## src/rtl/sd_clk_pkg.sv

```systemverilog
// Shared types and helpers for the SD card clock generator.
// Holds the phase state encoding, the default divisor width and the zero-divisor clamp.
package sd_clk_pkg;

  localparam int DIV_W_DEF = 8;

  typedef enum logic [1:0] {
    ST_LOW  = 2'd0,
    ST_HIGH = 2'd1,
    ST_PARK = 2'd2
  } state_e;

  // A programmed divisor of 0 would give an empty half-period, so it runs as 1.
  function automatic logic [31:0] div_clamp(input logic [31:0] d);
    return (d == 32'd0) ? 32'd1 : d;
  endfunction

endpackage

```

## src/rtl/sd_clk_gen_if.sv

```systemverilog
// Host-side bundle of the SD clock generator: divisor/select/enable controls in, card clock and strobes out.
// The master modport is the host controller, the slave modport is the generator.
interface sd_clk_gen_if #(
  parameter int DIV_W = 8
);

  logic [DIV_W-1:0] idiv_slow;
  logic [DIV_W-1:0] idiv_fast;
  logic             isel_clk;
  logic             ien;
  logic             oclk_sd;
  logic             orise;
  logic             ofall;
  logic             olocked;
  logic             ostopped;

  modport master (
    output idiv_slow, idiv_fast, isel_clk, ien,
    input  oclk_sd, orise, ofall, olocked, ostopped
  );

  modport slave (
    input  idiv_slow, idiv_fast, isel_clk, ien,
    output oclk_sd, orise, ofall, olocked, ostopped
  );

endinterface

```

## src/rtl/sd_clk_half_cnt.sv

```systemverilog
// Saturating half-period counter: load clears it, otherwise it climbs to term_i and holds there.
// tc_o is high combinationally whenever the count has reached term_i.
module sd_clk_half_cnt #(
  parameter int W = 8
) (
  input  logic         clk_i,
  input  logic         rst_i,
  input  logic         load_i,
  input  logic [W-1:0] term_i,
  output logic         tc_o
);

  logic [W-1:0] cnt_q;
  logic [W-1:0] cnt_d;

  // >= rather than == keeps the flag asserted even if term_i ever drops below the count.
  assign tc_o = (cnt_q >= term_i);

  always_comb begin
    cnt_d = cnt_q;
    if (load_i) begin
      cnt_d = '0;
    end else if (!tc_o) begin
      cnt_d = cnt_q + W'(1);
    end
  end

  always_ff @(posedge clk_i or posedge rst_i) begin
    if (rst_i) begin
      cnt_q <= '0;
    end else begin
      cnt_q <= cnt_d;
    end
  end

endmodule

```

## src/rtl/sd_clk_gen.sv

```systemverilog
// Glitch-free SD card clock divider with slow/fast divisors latched only at rising edges, plus park-low on ien=0.
// oclk_sd is registered; orise/ofall flag the cycle before each card clock edge.
module sd_clk_gen
  import sd_clk_pkg::*;
#(
  parameter int DIV_W   = DIV_W_DEF,
  parameter bit RST_SEL = 1'b0
) (
  input  logic         iclk,
  input  logic         irst,
  sd_clk_gen_if.slave  bus
);

  state_e           state_q, state_d;
  logic             sel_act_q, sel_act_d;
  logic [DIV_W-1:0] n_act_q, n_act_d;
  logic             init_q;
  logic             oclk_q, oclk_d;
  logic             locked_q, locked_d;

  logic [DIV_W-1:0] n_sel;
  logic [DIV_W-1:0] n_rst;
  logic [DIV_W-1:0] n_cur;
  logic             tc;
  logic             cnt_load;
  logic             rise;
  logic             fall;

  assign n_sel = DIV_W'(div_clamp(32'(bus.isel_clk ? bus.idiv_fast : bus.idiv_slow)));
  assign n_rst = DIV_W'(div_clamp(32'(sel_act_q ? bus.idiv_fast : bus.idiv_slow)));

  // Until the first clock after reset the divisor has never been sampled, so the live value is used.
  assign n_cur = init_q ? n_rst : n_act_q;

  sd_clk_half_cnt #(
    .W (DIV_W)
  ) u_half_cnt (
    .clk_i  (iclk),
    .rst_i  (irst),
    .load_i (cnt_load),
    .term_i (n_cur - DIV_W'(1)),
    .tc_o   (tc)
  );

  always_comb begin
    state_d   = state_q;
    sel_act_d = sel_act_q;
    n_act_d   = n_cur;
    locked_d  = locked_q;
    rise      = 1'b0;
    fall      = 1'b0;
    cnt_load  = 1'b0;

    case (state_q)
      ST_HIGH: begin
        if (tc) begin
          fall     = 1'b1;
          cnt_load = 1'b1;
          state_d  = ST_LOW;
        end
      end
      ST_LOW: begin
        if (tc) begin
          if (bus.ien) begin
            rise = 1'b1;
          end else begin
            state_d = ST_PARK;
          end
        end
      end
      ST_PARK: begin
        if (bus.ien) begin
          rise = 1'b1;
        end
      end
      default: begin
        state_d = ST_LOW;
      end
    endcase

    // The divisor and selection only move at a rise, so a whole period always uses one N.
    if (rise) begin
      state_d   = ST_HIGH;
      cnt_load  = 1'b1;
      sel_act_d = bus.isel_clk;
      n_act_d   = n_sel;
      locked_d  = 1'b1;
    end

    oclk_d = (state_d == ST_HIGH);
  end

  always_ff @(posedge iclk or posedge irst) begin
    if (irst) begin
      state_q   <= ST_LOW;
      sel_act_q <= RST_SEL;
      n_act_q   <= DIV_W'(1);
      init_q    <= 1'b1;
      oclk_q    <= 1'b0;
      locked_q  <= 1'b0;
    end else begin
      state_q   <= state_d;
      sel_act_q <= sel_act_d;
      n_act_q   <= n_act_d;
      init_q    <= 1'b0;
      oclk_q    <= oclk_d;
      locked_q  <= locked_d;
    end
  end

  assign bus.oclk_sd  = oclk_q;
  assign bus.orise    = rise & ~irst;
  assign bus.ofall    = fall & ~irst;
  assign bus.olocked  = locked_q & (bus.isel_clk == sel_act_q);
  assign bus.ostopped = (state_q == ST_PARK);

endmodule

```

## src/flat_wrapper.sv

```systemverilog
// flat-port wrapper written by rule: the top's interface ports become plain ports
module sd_clk_gen_flat import sd_clk_pkg::*;
#(
  parameter int DIV_W   = DIV_W_DEF,
  parameter bit RST_SEL = 1'b0
)
  (iclk, irst, bus_idiv_slow, bus_idiv_fast, bus_isel_clk, bus_ien, bus_oclk_sd, bus_orise, bus_ofall, bus_olocked, bus_ostopped);
  sd_clk_gen_if #(.DIV_W(DIV_W)) bus_i ();
  input  logic iclk;
  input  logic irst;
  input wire logic [$bits(bus_i.idiv_slow)-1:0] bus_idiv_slow;
  input wire logic [$bits(bus_i.idiv_fast)-1:0] bus_idiv_fast;
  input wire logic [$bits(bus_i.isel_clk)-1:0] bus_isel_clk;
  input wire logic [$bits(bus_i.ien)-1:0] bus_ien;
  output wire logic [$bits(bus_i.oclk_sd)-1:0] bus_oclk_sd;
  output wire logic [$bits(bus_i.orise)-1:0] bus_orise;
  output wire logic [$bits(bus_i.ofall)-1:0] bus_ofall;
  output wire logic [$bits(bus_i.olocked)-1:0] bus_olocked;
  output wire logic [$bits(bus_i.ostopped)-1:0] bus_ostopped;
  assign bus_i.idiv_slow = bus_idiv_slow;
  assign bus_i.idiv_fast = bus_idiv_fast;
  assign bus_i.isel_clk = bus_isel_clk;
  assign bus_i.ien = bus_ien;
  assign bus_oclk_sd = bus_i.oclk_sd;
  assign bus_orise = bus_i.orise;
  assign bus_ofall = bus_i.ofall;
  assign bus_olocked = bus_i.olocked;
  assign bus_ostopped = bus_i.ostopped;
  sd_clk_gen #(.DIV_W(DIV_W), .RST_SEL(RST_SEL)) u_core (.iclk(iclk), .irst(irst), .bus(bus_i));
endmodule
```

## config.mk

```make
export PLATFORM = sky130hd
export DESIGN_NAME = sd_clk_gen_flat
export DESIGN_NICKNAME = d
export VERILOG_FILES = /design/src/rtl/sd_clk_pkg.sv /design/src/rtl/sd_clk_gen_if.sv /design/src/rtl/sd_clk_half_cnt.sv /design/src/rtl/sd_clk_gen.sv /design/src/flat_wrapper.sv
export SDC_FILE = /design/constraint.sdc
export NUM_CORES = 1
export LEC_CHECK = 0
export CAP_MARGIN = 20
export CORE_MARGIN = 2
export CORE_UTILIZATION = 30
export DETAILED_ROUTE_END_ITERATION = 6
export DONT_BUFFER_PORTS = 1
export SLEW_MARGIN = 10
export SYNTH_ARGS = -nofsm -noshare
export SYNTH_HDL_FRONTEND = slang
export SYNTH_HIERARCHICAL = 1
export SYNTH_SLANG_ARGS = --single-unit
export TNS_END_PERCENT = 1
```

## constraint.sdc

```tcl
create_clock -name iclk -period 13.32 [get_ports iclk]
set_clock_uncertainty 0.2 [all_clocks]
set_input_delay 1.998 -clock iclk [delete_from_list [all_inputs] [get_ports iclk]]
set_output_delay 1.998 -clock iclk [all_outputs]
set_load 0.01 [all_outputs]
```

After elaboration in Yosys (flattened, before gate mapping)
Cells that the tools add are included.

Add/subtract/negate cells: 2. Multiply operators: 0. Div/mod/pow operators: 0. $lt $le $gt $ge: 1. Equal/unequal tests: 5. Shift operators: 0. Mux-type cells: 19. Bitwise logic cells: 4. Reduce and logical (&&, ||, !) cells: 3.

Operators by type and width (number): $logic_not 32->1 (2); $mux 8 (8); $add 8x1->8 const B (1); $ge 8x8->1 (1); $mux 2 (4); $sub 8x1->8 const B (1); $pmux 2 s3 (1); $mux 1 (5); $eq 2x1->1 const B (2); $and 1x1->1 (3); $eq 2x2->1 const B (1); $logic_not 2->1 (1); $ne 2x2->1 const B (1); $pmux 1 s2 (1); $eq 1x1->1 (1); $not 1->1 (1).

Flip-flop bits (word level): 22. Bits in latches: 0. RAM bits: 0. ROM bits: 0. Bits of input ports: 20. Output and inout port bits: 5. Memories kept: 0.

Logic depth before layout (Yosys ltp)
Word-level depth: 10. Depth in mapped cells: 18. Depth with buffers taken out: 15.

Hierarchy
The synthesis kept the hierarchy.

Modules (own cells, without submodules): sd_clk_gen (instances 1, cells an instance 106, area each 1049.8 um2); sd_clk_half_cnt (instances 1, cells an instance 66, area each 593.1 um2).

Worst setup path before layout
Ideal clock, no wire load.

Path type: input-to-output. Start: in bus_idiv_fast[6]. End: out bus_orise. Arrival time: 5.101 ns. Data required time: 11.122 ns. Path slack: 6.021 ns. Stages: 16. Path through: nor4_1 -> a211oi_2 -> o21a_1 -> ha_1 -> nand2_1 -> xor2_1 -> inv_1 -> ha_1 -> o211a_1 -> a211oi_1 -> o31ai_2 -> buf_2 -> nor2_1 -> nor3b_1 -> clkbuf_1 -> and2_1.

Word-level cells in the longest chain between the ends: 9.

RTL lines: start: declaration (RTL line flat_wrapper.sv:12) `input wire logic [$bits(bus_i.idiv_fast)-1:0] bus_idiv_fast;`; $mux 8 * (RTL line sd_clk_gen.sv:30) `assign n_rst = DIV_W'(div_clamp(32'(sel_act_q ? bus.idiv_fast : bus.idiv_slow)));`; $logic_not 32->1 (RTL line sd_clk_pkg.sv:15) `return (d == 32'd0) ? 32'd1 : d;`; $mux 8 * (RTL line sd_clk_pkg.sv:15); $mux 8 * (RTL line sd_clk_gen.sv:33) `assign n_cur = init_q ? n_rst : n_act_q;`; $sub 8x1->8 * (RTL line sd_clk_gen.sv:41) `.term_i (n_cur - DIV_W'(1)),`; $ge 8x8->1 * (RTL line sd_clk_half_cnt.sv:17) `assign tc_o = (cnt_q >= term_i);`; named net u_core.tc (RTL line sd_clk_gen.sv:24) `logic tc;`; $mux 1 * (RTL line sd_clk_gen.sv:63) `if (tc) begin`; $pmux 1 s2 * (RTL line sd_clk_gen.sv:54) `case (state_q)`; $and 1x1->1 * (RTL line sd_clk_gen.sv:112) `assign bus.orise = rise & ~irst;`; end: declaration (RTL line flat_wrapper.sv:16) `output wire logic [$bits(bus_i.orise)-1:0] bus_orise;`.

Mark *: on every way through the listed nets, which the timed path passes. The rest lies on a longest branch.

Worst setup path in the final report
Same ends and word-level chain as after synthesis.

==> results.sh <==
export IMPL_syn_nets=202
export IMPL_ys_seq_area_share_pct=33.66
export IMPL_fmax_mhz=131.0
export IMPL_regToRegSetupSlack_ns=8.86
export IMPL_grt_pass1_wl_um=5492
export IMPL_worstMarginPinSlew_ns=0.6710
export IMPL_wirelength_um=3089
export IMPL_ff2ff_path_depth=16
export IMPL_critical_path_buf_inv_count=3
export IMPL_max_cap_violations=0
export IMPL_cts_tree="built"
export IMPL_ir_worst_vdd_v=0.0001093
export IMPL_viasPerCell=4.996
export IMPL_design_area_um2=1783
export IMPL_critPathLaunchType="input port"
export IMPL_fp_dieW_um=78
export IMPL_mostFrequentLayoutCell="dfrtp_1"
export IMPL_arrival_ns=5.44
export IMPL_overflow=0
export IMPL_hold_path_end="u_core/locked_q"
export IMPL_cp_top_family="simple AND/OR/NAND/NOR gates"
export IMPL_placedInstanceArea_um2=1697
export IMPL_min_path_cells=1
export IMPL_detail_route_wl_per_cell_um=12.82
export IMPL_cts_root_buf="clkbuf_8"
export IMPL_cts_setup_buffers=0
export IMPL_min_from="u_core/locked_q"
export IMPL_die_h_um=78
export IMPL_synth_area_per_cell_um2=9.551
export IMPL_crit_type="input port to output pin"
export IMPL_rows=26
export IMPL_tns_ns=0
export IMPL_drt_initial_drc_count=52
export IMPL_via_count=1204
export IMPL_boundaryPins=25
export IMPL_antenna_cells=0
export IMPL_synth_cell_area_um2=1643
export IMPL_regToRegEndpoint="u_core/sel_act_q"
export IMPL_slowest_delay_ns=0.46
export IMPL_dieArea_um2=6084
export IMPL_power_w=0.0003780
export IMPL_grt_pass1_vias=1189
export IMPL_end_kind="output pin"
export IMPL_required_ns=11.12
export IMPL_htreeDepth=1
export IMPL_cp_max_fo=16
export IMPL_clockBufferDepth=2
export IMPL_relSlewSlack_pct=55.27
export IMPL_ys_ff_latch=22
export IMPL_drtPass1Iterations=4
export IMPL_final_cell_mix="dfrtp_1, a21oi_1, inv_1, nor2_1"
export IMPL_hp_class="flop to flop"
export IMPL_initial_core_util_pct=31.56
export IMPL_area_delta_synth_final_pct=8.530
export IMPL_synth_top_cell_area_share_pct=30.46
export IMPL_dp_cells=235
export IMPL_gp_congestion=0.7371
export IMPL_fin_crit_ns=7.634
export IMPL_p_per_area_nw_per_um2=212.0
export IMPL_cp_slowest_cell="o31ai_2"
export IMPL_maxSlewViolCount=0
export IMPL_clkTransAtPathRegs_ns=0.09
export IMPL_grt_max_degree=22
export IMPL_power_leakage_nw=0.7679
export IMPL_yosysTopAreaCell="dfrtp_1"
export IMPL_period_share_pct=57.31
export IMPL_synth_area_top_cells="dfrtp_1, ha_1, mux2i_1, a21oi_1, mux2i_4"
export IMPL_hold_slack_ns=0.2670
export IMPL_ys_warnings_count=6
export IMPL_clk_latency_ns=0.26
export IMPL_cts_hold_buf=0
export IMPL_numPortBuffers=0
export IMPL_rr_startpoint="u_core/init_q"
export IMPL_antenna_found_initial=0
export IMPL_grt_use_total_pct=10.94
export IMPL_status="completed"
export IMPL_finalSetupViolCount=0
export IMPL_drive_gt1_share_pct=16.96
export IMPL_layout_cells_non_filler=241
export IMPL_cts_buffers=3
export IMPL_crit_chain="nor4_1 > a211oi_2 > o21a_1 > ha_1 > nand2_1 > xor2_1 > inv_1 > ha_1 > o211a_1 > a211oi_1 > o31ai_2 > buf_4 > nor2_1 > nor3b_2 > buf_4 > and2_1"
export IMPL_fin_nets=202
export IMPL_place_hpwl_um=2376
export IMPL_route_detailed_drc=0
export IMPL_rsz0062_at_grt="false"
export IMPL_cts_sinks=22
export IMPL_ant_nets=0
export IMPL_synthCells=172
export IMPL_hold_violations=0
export IMPL_cts_resized=0
export IMPL_core_um2=5205
export IMPL_synth_distinct_cells=49
-- worst max-delay path by stage --
stage	startpoint	to	slack, ns	cells after the start
after floorplan	bus_idiv_fast[6]	bus_orise	6.02	16
after global placement	bus_idiv_fast[6]	bus_orise	5.15	14
after detailed placement	bus_idiv_fast[6]	bus_orise	5.06	14
after CTS	bus_idiv_fast[6]	bus_orise	5.03	14
after global routing	bus_idiv_fast[6]	bus_orise	5.35	16
final	bus_idiv_fast[6]	bus_orise	5.69	16
-- where the power goes --
part	total (W)	leakage [nW]	switching, W	internal, W
Sequential	0.000130	0.265	0.0000314	0.0000991
Combinational	0.000185	0.468	0.0000954	0.0000896
Clock	0.0000625	0.0357	0.0000224	0.0000401
-- synthesized netlist by cell type, drive strengths merged --
| library cell | count |
|---|---|
| o211ai | 1 |
| nor3b | 1 |
| nor3 | 3 |
| nor2b | 1 |
| o22ai | 2 |
| o211a | 1 |
| xnor2 | 6 |
| a211oi | 2 |
| ha | 10 |
| inv | 12 |
| nand4 | 1 |
| xor2 | 2 |
| buf | 3 |
| nand2 | 10 |
| nor4bb | 1 |
| nand2b | 2 |
| dfrtp | 20 |
| mux2i | 12 |
| a21o | 4 |
| o31ai | 3 |
| and3 | 1 |
| and2 | 2 |
| conb | 1 |
| nor4 | 3 |
| a21oi | 17 |
| or3 | 4 |
| o21a | 1 |
| or4 | 3 |
| clkbuf | 4 |
| or2 | 1 |
| dfstp | 2 |
| and2b | 1 |
| nand3 | 4 |
| o21ai | 10 |
| nand3b | 2 |
| nor2 | 11 |
| mux2 | 8 |
-- cell families after synthesis --
kind of cell | Yosys count | share of synthesized area [%]
other | 1 | 0.2283
muxes | 20 | 15.76
xor gates and xnor gates | 8 | 4.265
DFF | 22 | 33.66
adders and majority gates | 10 | 7.616
buffers and inverters | 19 | 5.102
and+or+nand+nor | 51 | 17.21
AOI/OAI and AO/OA | 41 | 16.15
-- per-stage QoR --
step | utilization, % | setup slack (ns)
CTS | 33.97 | 5.030
global placement | 32.60 | 5.148
floorplan | - | 6.021
finish | 34.25 | 5.686
detailed placement | 32.60 | 5.061
global route | 34.25 | 5.354
-- registers in the layout, summed over array words and instances, names as in the netlist --
signal	count
u_core/n_act_q	8
u_core/state_q	2
u_core/locked_q	1
u_core/bus.oclk_sd	1
u_core/u_half_cnt/cnt_q	8
u_core/sel_act_q	1
u_core/init_q	1
-- layer usage --
| metal | GRT usage, % | part of all wire, % |
|---|---|---|
| met5 | 0 | 0 |
| met4 | 3.158 | 0.87 |
| met3 | 1.163 | 2.1 |
| met2 | 16.64 | 45 |
| met1 | 16.32 | 52 |
-- layout make-up --
| cell class | instances | area, um2 |
|---|---|---|
| flip-flops and latches | 22 | 553.0 |
| clock buffers | 3 | 41.29 |
| repair buffers | 2 | 15.01 |
| well taps | 70 | 87.58 |
| fillers | 555 | 3422 |
| clock inverters | 1 | 30.03 |
| inverters | 12 | 45.04 |
| multi-input cells | 131 | 1011 |
No activity file was read; power rests on OpenSTA's default activity.
